$ cat src/rtl/fetch_decode_stage.sv
// Fetch stage and IF/ID register feeding the immediate generator. Optional
// performance counters are included when IFD_PERF_EN is defined.
module fetch_decode_stage #(
  parameter logic [31:0] RESET_PC = 32'h0000_0000
) (
  input  logic        clk,
  input  logic        rst_n,
  output logic        imem_req,
  output logic [31:0] imem_addr,
  input  logic        imem_valid,
  input  logic [31:0] imem_rdata,
  input  logic        redirect_valid,
  input  logic [31:0] redirect_pc,
  output logic        id_valid,
  input  logic        id_ready,
  output logic [31:0] id_pc,
  output logic [31:0] id_instr,
  output logic [24:0] id_imm_field,
  output logic [2:0]  id_imm_sel,
  output logic        id_illegal
`ifdef IFD_PERF_EN
  ,
  output logic [31:0] perf_fetch_cnt,
  output logic [31:0] perf_stall_cnt
`endif
);

  localparam logic [1:0] BOOT  = 2'd0;
  localparam logic [1:0] FETCH = 2'd1;
  localparam logic [1:0] HOLD  = 2'd2;
  localparam logic [1:0] DRAIN = 2'd3;

  logic [1:0]  state;
  logic [31:0] pc;
  logic [2:0]  dec_sel;
  logic        dec_illegal;

  // Format select for the word arriving from memory, registered with it on load
  always_comb begin
    dec_sel     = 3'b000;
    dec_illegal = 1'b0;
    case (imem_rdata[6:0])
      7'b0010011, 7'b0000011, 7'b1100111,
      7'b1110011, 7'b0110011: dec_sel = 3'b000;
      7'b0100011:             dec_sel = 3'b001;
      7'b1100011:             dec_sel = 3'b010;
      7'b0110111, 7'b0010111: dec_sel = 3'b011;
      7'b1101111:             dec_sel = 3'b100;
      default:                dec_illegal = 1'b1;
    endcase
  end

  assign imem_req     = (state == FETCH);
  assign imem_addr    = pc;
  assign id_imm_field = id_instr[31:7];

  always_ff @(posedge clk or negedge rst_n) begin
    if (!rst_n) begin
      state      <= BOOT;
      pc         <= RESET_PC;
      id_valid   <= 1'b0;
      id_pc      <= 32'h0;
      id_instr   <= 32'h0;
      id_imm_sel <= 3'b000;
      id_illegal <= 1'b0;
    end else if (redirect_valid) begin
      // A fetch that is still unanswered must drain its response before refetching
      pc       <= redirect_pc & 32'hFFFF_FFFC;
      id_valid <= 1'b0;
      case (state)
        FETCH, DRAIN: state <= imem_valid ? FETCH : DRAIN;
        default:      state <= FETCH;
      endcase
    end else begin
      case (state)
        BOOT: state <= FETCH;
        FETCH: begin
          if (imem_valid) begin
            id_pc      <= pc;
            id_instr   <= imem_rdata;
            id_imm_sel <= dec_sel;
            id_illegal <= dec_illegal;
            id_valid   <= 1'b1;
            pc         <= pc + 32'd4;
            state      <= HOLD;
          end
        end
        HOLD: begin
          if (id_valid && id_ready) begin
            id_valid <= 1'b0;
            state    <= FETCH;
          end
        end
        default: begin
          if (imem_valid) state <= FETCH;
        end
      endcase
    end
  end

`ifdef IFD_PERF_EN
  always_ff @(posedge clk or negedge rst_n) begin
    if (!rst_n) begin
      perf_fetch_cnt <= 32'h0;
      perf_stall_cnt <= 32'h0;
    end else begin
      if (state == FETCH && imem_valid && !redirect_valid)
        perf_fetch_cnt <= perf_fetch_cnt + 32'd1;
      if (id_valid && !id_ready)
        perf_stall_cnt <= perf_stall_cnt + 32'd1;
    end
  end
`endif

endmodule

$ cat config.mk
export PLATFORM = sky130hd
export DESIGN_NAME = fetch_decode_stage
export DESIGN_NICKNAME = d
export VERILOG_FILES = /design/src/rtl/fetch_decode_stage.sv
export SDC_FILE = /design/constraint.sdc
export NUM_CORES = 1
export LEC_CHECK = 0
export CORE_MARGIN = 1.5
export CORE_UTILIZATION = 44
export CTS_BUF_LIST = sky130_fd_sc_hd__clkbuf_4 sky130_fd_sc_hd__clkbuf_8
export DETAILED_ROUTE_END_ITERATION = 10
export GPL_TIMING_DRIVEN = 0
export PLACE_DENSITY_LB_ADDON = 0.2
export SYNTH_ARGS = -nofsm -noshare
export SYNTH_HDL_FRONTEND = slang
export SYNTH_SLANG_ARGS = --single-unit
$ cat constraint.sdc
create_clock -name clk -period 2.2 [get_ports clk]
set_clock_uncertainty 0.1 [all_clocks]
set_input_delay 0.44 -clock clk [delete_from_list [all_inputs] [get_ports clk]]
set_output_delay 0.44 -clock clk [all_outputs]
set_load 0.02 [all_outputs]
=== Yosys cells after proc, flatten, opt, wreduce, memory -nomap -nowiden ===
Index checks and enable logic that the tools add are counted.

* Flip-flop bits (word level): 103
* Output and inout bits: 127

* Add/sub/neg operators: 1
* Reduce and logical (&&, ||, !) cells: 13
* Muxes and demuxes: 16
* Bitwise gates (word level): 1
* Equality and inequality tests: 15

{| class="wikitable"
|+ Operator list
! cell !! count
|-
| 32-bit two-way mux || 3
|-
| 32-bit by 3-bit adder with 32-bit output (second input constant) || 1
|-
| 7-bit equality test (second input constant) || 4
|-
| 7-bit by 6-bit equality test with 1-bit output (second input constant) || 3
|-
| 7-bit by 5-bit equality test with 1-bit output (second input constant) || 2
|-
| 2-bit two-way mux || 6
|-
| 3-bit case mux with 4 select lines || 1
|-
| 10-bit OR reduction || 1
|-
| 3-bit AND reduction || 3
|-
| 7-bit by 2-bit equality test with 1-bit output (second input constant) || 1
|-
| 2-bit case mux with 3 select lines || 1
|-
| 2-bit equality test (second input constant) || 2
|-
| 1-bit two-way mux || 4
|-
| 2-bit nonzero test || 2
|-
| 4-bit nonzero test || 1
|-
| 2-bit OR reduction || 2
|-
| 3-bit by 1-bit != test with 1-bit output (second input constant) || 1
|-
| 3-bit != test (second input constant) || 1
|-
| 3-bit nonzero test || 1
|-
| 2-bit by 1-bit equality test with 1-bit output (second input constant) || 1
|-
| 2-bit logical NOT || 1
|-
| 1-bit case mux with 2 select lines || 1
|-
| 2-bit AND reduction || 1
|-
| 1-bit logical AND || 1
|-
| 1-bit inverter || 1
|}

=== Logic depth before layout (Yosys ltp) ===
Gate-level depths: netlist of run 1.

* Depth in word-level cells: 4
* Mapped depth: 7
* Gate-level depth less buffers: 6

=== Least setup slack after synthesis of run 1 ===
Ideal clock, no wire load.

* Kind: reg2reg
* From: reg pc[2] (netlist: imem_addr[2])
* To: reg pc[12] (netlist: imem_addr[12])
* Clock period less this slack: 1.804 ns
* Slack: 0.396 ns
* Required time: 1.970 ns
* Arrival time: 1.574 ns
* Buffers on the path: 1
* Stages on the path, launching flop included: 8
* Cells stage by stage: dfrtp_1 -> ha_1 -> and4b_4 -> and3_1 -> buf_4 -> and3_1 -> xnor2_1 -> o21ai_1

* Word-level cells in the longest chain between the ends: 4

{| class="wikitable"
|+ Ends and longest elaborated chain
! what !! RTL line !! RTL
|-
| start, declared || 34 || <nowiki>logic [31:0] pc;</nowiki>
|-
| start signal, assigned || 68 || <nowiki>pc <= redirect_pc & 32'hFFFF_FFFC;</nowiki>
|-
| start signal, assigned || 84 || <nowiki>pc <= pc + 32'd4;</nowiki>
|-
| 32-bit by 3-bit adder with 32-bit output || 84 ||
|-
| 32-bit two-way mux || 78 || <nowiki>if (imem_valid) begin</nowiki>
|-
| 32-bit two-way mux || 75 || <nowiki>case (state)</nowiki>
|-
| 32-bit two-way mux || 66 || <nowiki>end else if (redirect_valid) begin</nowiki>
|}

Every way passes these cells. The select of a mux whose other input is x is not followed.
A chain may end at the register's enable or synchronous reset.

=== Final worst setup path of run 1 ===
* From: in imem_valid
* To: reg pc[31] (netlist: imem_addr[31])

* Word-level cells in the longest chain between the ends: 2

{| class="wikitable"
|+ Ends and longest elaborated chain
! what !! RTL line !! RTL
|-
| start, declared || 10 || <nowiki>input logic imem_valid,</nowiki>
|-
| 2-bit nonzero test (no line) || - ||
|-
| 2-bit AND reduction (no line) || - ||
|}

Every way passes these cells.

==> results_dict.tcl, run 1 <==
set metrics [dict create \
    wirelength_mm 12.4 \
    initial_utilization_pct 44.9 \
    synth_cells 521 \
    synth-async-reset-ratio_pct 100 \
    overflow 0 \
    synth_top_area_cell "dfrtp_1" \
    netlist_area_um2 4600 \
    grt_pass1_vias 4134 \
    place_congestion 0.832 \
    io_pins 196 \
    clk_latency_ps 350 \
    power_density_nw_per_um2 914 \
    yosys_warnings 0 \
    nets 793 \
    dieArea_um2 11100 \
    cts.sinks 99 \
    drc 0 \
    grt_pass1_wl_mm 20.0 \
    arrival_ps 2150 \
    htree_num_levels 3 \
    dr_wl_met2_mm 6.03 \
    hold_viol_final 0 \
    p_seq_share_pct 39.9 \
    setup_violations 0 \
    fin_tns_setup_ps 0 \
    cp-start-kind "input port" \
    power_switching_w 0.00221 \
    synth-seq-cells 99 \
    tightest_slew_ps 732 \
    timing.final.crit_period_ps 2010 \
    met1Wirelength_mm 5.40 \
    slowest_delay_ps 590 \
    ys.flop_type "dfrtp_1" \
    drtIter0Drc 158 \
    hold_class "input port to asynchronous set/reset pin" \
    core_area_um2 10200 \
    wl_per_cell_um 14.3 \
    clkPwrFrac_pct 19.1 \
    synthTopCellsByArea "dfrtp_1 (54%), nand2_1 (19%), buf_4 (4.9%)" \
    antenna_found_initial 0 \
    relSlewSlack_pct 51.2 \
    avgSynthCellArea_um2 8.83 \
    comb_power_share_pct 41.0 \
    crit_type "input port to flop" \
    worst_setup_path_end_kind "flop" \
    cts_root_buffer "clkbuf_8" \
    cts_hold_buffers 0 \
    status "finished clean" \
    synth_common_cells "nand2_1 (227), dfrtp_1 (99), buf_4 (30)" \
    die_y_um 105 \
    cts_setup_buffers 0 \
    grt_max_degree 58 \
    path_clk_slew_ps 100 \
    cts_made_buffers 9 \
    crit_path_top_delay_cell "clkdlybuf4s50_1" \
    dr.max_layer_used "met4" \
    clock_path_buffers 2 \
    yosysMostFrequentCell "nand2_1" \
    drt-vias-per-instance 4.85 \
    fmax_mhz 497 \
    p_leak_nw 3.18 \
    rsz0062_at_grt "false" \
    track_usage_pct 22.8 \
    worstPathRequired_ps 2340 \
    synth_top_area_share_pct 53.9 \
    drv_cap 0 \
    worst_hold_slack_ps 28.3 \
    fp.dieW_um 105 \
    vias 4190 \
    n_fill_cell 852 \
    ir_drop_uv 402 \
    path_cells "clkdlybuf4s50_1 -> nand3b_4 -> nor4_4 -> nand4_1 -> xnor2_1 -> mux2_2" \
    num_antenna_cells 0 \
    wl_met3_um 780 \
    cts_tree "yes" \
    ant_nets 0 \
    rows 37 \
    synth-edff-count 0 \
    drive_gt1_share_pct 7.83 \
    synth_cell_type_count 38 \
    syn_to_final_growth_pct 49.7 \
    io_buffers 187 \
    hpwl_mm 9.38 \
    firstDrtPassIters 4 \
    drv_slew 0 \
    crit_fanout 7 \
    seq_area_frac_synth_pct 53.9 \
    internal-power_w 0.00408 \
    switching_share_pct 35.1 \
    post-route-period-util_pct 91.4 \
]
area by class of cell:
| cell class | count | area (um^2) | share of cell area [%] |
|---|---|---|---|
| Buffer | 54 | 325 | 4.73 |
| Clock buffer | 11 | 145 | 2.11 |
| Clock inverter | 5 | 62.6 | 0.909 |
| Inverter | 4 | 15.0 | 0.218 |
| Multi-Input combinational cell | 367 | 1790 | 26.1 |
| Sequential cell | 99 | 2480 | 36.0 |
| Tap cell | 136 | 170 | 2.47 |
| Timing Repair Buffer | 188 | 1890 | 27.5 |
worst paths after layout:
kind,start,to,slack [ps],cells past startpoint
max,imem_valid,imem_addr[31],190,6
min,rst_n,id_instr[22],30,1
max reg2reg,imem_addr[2],imem_addr[14],340,7
min reg2reg,id_instr[2],id_instr[2],380,2
max in group asynchronous,rst_n,imem_addr[29],1280,2
min in group clk,imem_rdata[2],id_instr[2],340,3
registers in the layout, summed over array words and instances, names as in the netlist:
| name | cells |
|---|---|
| imem_addr | 30 |
| state | 2 |
| id_illegal | 1 |
| id_pc | 30 |
| id_imm_sel | 3 |
| id_valid | 1 |
| id_instr | 32 |
critical path: cells and delay by family:
kind / cells / cell delay [ps]
xor gates and xnor gates: 1 / 150
buffers and inverters: 1 / 590
muxes: 1 / 260
and+or+nand+nor: 3 / 710
through the flow:
| step | cell area [um^2] | instances | power (W) | worst slack (ps) | util [%] |
|---|---|---|---|---|---|
| final | 6880 | 864 | 0.00629 | 189 | 67.3 |
| after global routing | 6880 | 864 | 0.00663 | 87.8 | 67.3 |
| after CTS | 6880 | 864 | 0.00635 | 6.98 | 67.2 |
| after detailed placement | 6670 | 848 | 0.00514 | -360 | 65.2 |
| after global placement | 6650 | 847 | 0.00508 | -3100 | 65.0 |
| after floorplan | 4610 | 524 | 0.00377 | 396 | - |
cells by family (layout without fill, tap and decap cells):
logic type | count (synthesis) | count (layout) | share of synthesized area [%]
AO/OA/AOI/OAI | 44 | 44 | 5.09
XOR/XNOR | 29 | 29 | 5.52
adder cells (fa/ha/maj) | 1 | 1 | 0.272
buffers and inverters | 58 | 262 | 7.40
flip-flops | 99 | 99 | 53.9
multiplexers | 2 | 2 | 0.463
other | 1 | 4 | 0.0816
AND/OR/NAND/NOR | 287 | 287 | 27.3
placed cells by master (no fill, tap or decap), types with 2 or more instances in the layout:
cell type / instances
nand4_1: 7
buf_4: 31
clkinv_4: 2
clkinvlp_4: 2
nor2_1: 4
buf_2: 2
xor2_1: 18
inv_1: 4
clkbuf_8: 10
clkdlybuf4s50_1: 185
o21ai_1: 11
and4_1: 4
nand3_1: 10
conb_1: 4
nor3_1: 5
and2_1: 6
clkbuf_1: 21
and3_1: 12
nand2_1: 227
a21oi_1: 3
o21ai_0: 25
xnor2_1: 11
dfrtp_1: 99
o41ai_1: 2
power groups by stage:
stage                     registers [W]  logic (W)  clock network (W)
after floorplan                 0.00297   0.000800                  0
after global placement          0.00253    0.00255                  0
after detailed placement        0.00255    0.00260                  0
after CTS                       0.00251    0.00260            0.00123
after global routing            0.00256    0.00276            0.00131
final                           0.00251    0.00258            0.00120
routing by layer:
metal | vias to the layer above | track usage, %
met5 | - | 0
met4 | 0 | 7.63
met1 | 1994 | 29.9
met3 | 14 | 4.08
met2 | 145 | 38.2
li1 | 2037 | -
timing repair:
| action | 4_1_cts | 5_1_grt |
|---|---|---|
| hold endpoints to repair | 0 | 0 |
| resized for setup | 0 | 2 |
| endpoints found under the setup margin | 0 | 23 |
No activity file was read; power rests on OpenSTA's default activity.
==> run 2: changes to the inputs <==
Settings changed: SLEW_MARGIN set to 20.
==> run 2 against run 1 <==
Via count grew 0.98%. Count of clock-buffer cells in the layout unchanged. Sequential share of layout area fell by 0.18 points. Total power increased by 1.5%. Setup slack got worse by 4.3 ps. Die area is the same. Worst hold slack improved by 300 ps. Critical endpoint is now imem_addr[19]. Sequential cell count is the same.
==> results_dict.tcl, run 2 (synthesis gave the netlist of run 1 again) <==
set metrics [dict create \
    drive_gt1_share_pct 7.69 \
    post-route-period-util_pct 91.6 \
    io_pins 196 \
    drv_slew 0 \
    grt_pass1_wl_mm 20.5 \
    nets 794 \
    comb_power_share_pct 40.5 \
    rows 37 \
    n_fill_cell 848 \
    antenna_found_initial 0 \
    hpwl_mm 9.36 \
    ant_nets 0 \
    worst_setup_path_end_kind "primary output" \
    dieArea_um2 11100 \
    htree_num_levels 3 \
    path_cells "clkdlybuf4s50_1" \
    io_buffers 187 \
    path_clk_slew_ps 90 \
    initial_utilization_pct 44.9 \
    drv_cap 0 \
    power_density_nw_per_um2 923 \
    power_switching_w 0.00219 \
    crit_type "flop to primary output" \
    internal-power_w 0.00419 \
    clk_latency_ps 360 \
    place_area_um2 6680 \
    timing.final.crit_period_ps 2020 \
    drtIter0Drc 168 \
    slowest_delay_ps 650 \
    p_leak_nw 3.20 \
    hold_class "input port to flop" \
    wirelength_mm 12.5 \
    arrival_ps 1480 \
    crit_family "buffers and inverters" \
    grt_max_degree 76 \
    track_usage_pct 23.0 \
    cts_tree "yes" \
    largest_reg_flops 32 \
    switching_share_pct 34.4 \
    p_seq_share_pct 39.3 \
    largest-register "id_instr" \
    vias 4231 \
    cp-start-kind "flop" \
    cts.sinks 99 \
    crit_fanout 6 \
    num_antenna_cells 0 \
    grt_pass1_vias 4164 \
    cts_made_buffers 9 \
    worstPathRequired_ps 1660 \
    fmax_mhz 496 \
    drt-vias-per-instance 4.90 \
    cts_root_buffer "clkbuf_8" \
    setup_violations 0 \
    layout_commonest_cell "nand2_1" \
    crit_buf_inv 1 \
    clock_path_buffers 2 \
    firstDrtPassIters 4 \
    rsz0062_at_grt "false" \
    die_y_um 105 \
    overflow 0 \
    fp.dieW_um 105 \
    finalPower_w 0.00638 \
    final_area_um2 6920 \
    cts_setup_buffers 0 \
    ir_drop_uv 422 \
    core_area_um2 10200 \
    drc 0 \
    crit_path_top_delay_cell "clkdlybuf4s50_1" \
    clkPwrFrac_pct 20.1 \
    layout_common_cells "nand2_1 (227), clkdlybuf4s50_1 (185), dfrtp_1 (99), buf_4 (30), o21ai_0 (25)" \
    place_congestion 0.832 \
    hold_viol_final 0 \
    status "finished clean" \
    syn_to_final_growth_pct 50.4 \
    wl_per_cell_um 14.4 \
]
==> run 2: power by group through the flow <==
stage / combinational, W / clock (W) / sequential [W]
floorplan: 0.000800 / 0 / 0.00297
global placement: 0.00255 / 0 / 0.00253
detailed placement: 0.00260 / 0 / 0.00255
CTS: 0.00261 / 0.00132 / 0.00251
global route: 0.00276 / 0.00138 / 0.00257
finish: 0.00259 / 0.00129 / 0.00251
==> run 2: what timing repair did <==
item                                   CTS  global route
endpoints found under the hold margin   24             0
hold buffers                             1             0
setup endpoints to repair                0            52
gates resized for setup                  0             2
==> run 2: path summary, 6_finish.rpt <==
| check | cells past startpoint | slack (ps) | to | startpoint |
|---|---|---|---|---|
| worst max-delay path | 1 | 180 | imem_addr[19] | imem_addr[19] |
| min in group asynchronous | 2 | 400 | id_instr[28] | rst_n |
| worst min register to register | 2 | 380 | id_pc[24] | id_pc[24] |
| worst max register to register | 6 | 330 | id_illegal | state[1] |
| max in group asynchronous | 3 | 930 | id_pc[28] | rst_n |
| worst min-delay path | 3 | 320 | id_instr[2] | imem_rdata[2] |
==> run 2: layout make-up <==
class | instances | area (um^2) | share of cell area (%)
Tap cell | 136 | 170 | 2.46
Inverter | 4 | 15.0 | 0.217
Timing Repair Buffer | 189 | 1910 | 27.7
Buffer | 54 | 325 | 4.70
Sequential cell | 99 | 2480 | 35.8
Clock inverter | 4 | 75.1 | 1.09
Clock buffer | 11 | 145 | 2.10
Multi-Input combinational cell | 367 | 1790 | 25.9
==> run 2: layer usage <==
metal	vias up	part of all wire, %	track usage (%)
met2	156	49	38.6
li1	2036	-	-
met1	2025	44	30.6
met5	-	0	0
met4	0	1.4	6.95
met3	14	6.5	4.14
==> run 2: through the flow <==
step	utilization, %	instances	setup TNS (ps)	setup WS [ps]	hold slack (ps)
floorplan	-	524	0	396	44.4
global placement	65.0	847	-321010	-3100	358
detailed placement	65.3	848	-19060	-340	212
CTS	67.5	864	0	9.42	312
global route	67.6	864	0	66.8	352
finish	67.6	864	0	185	325
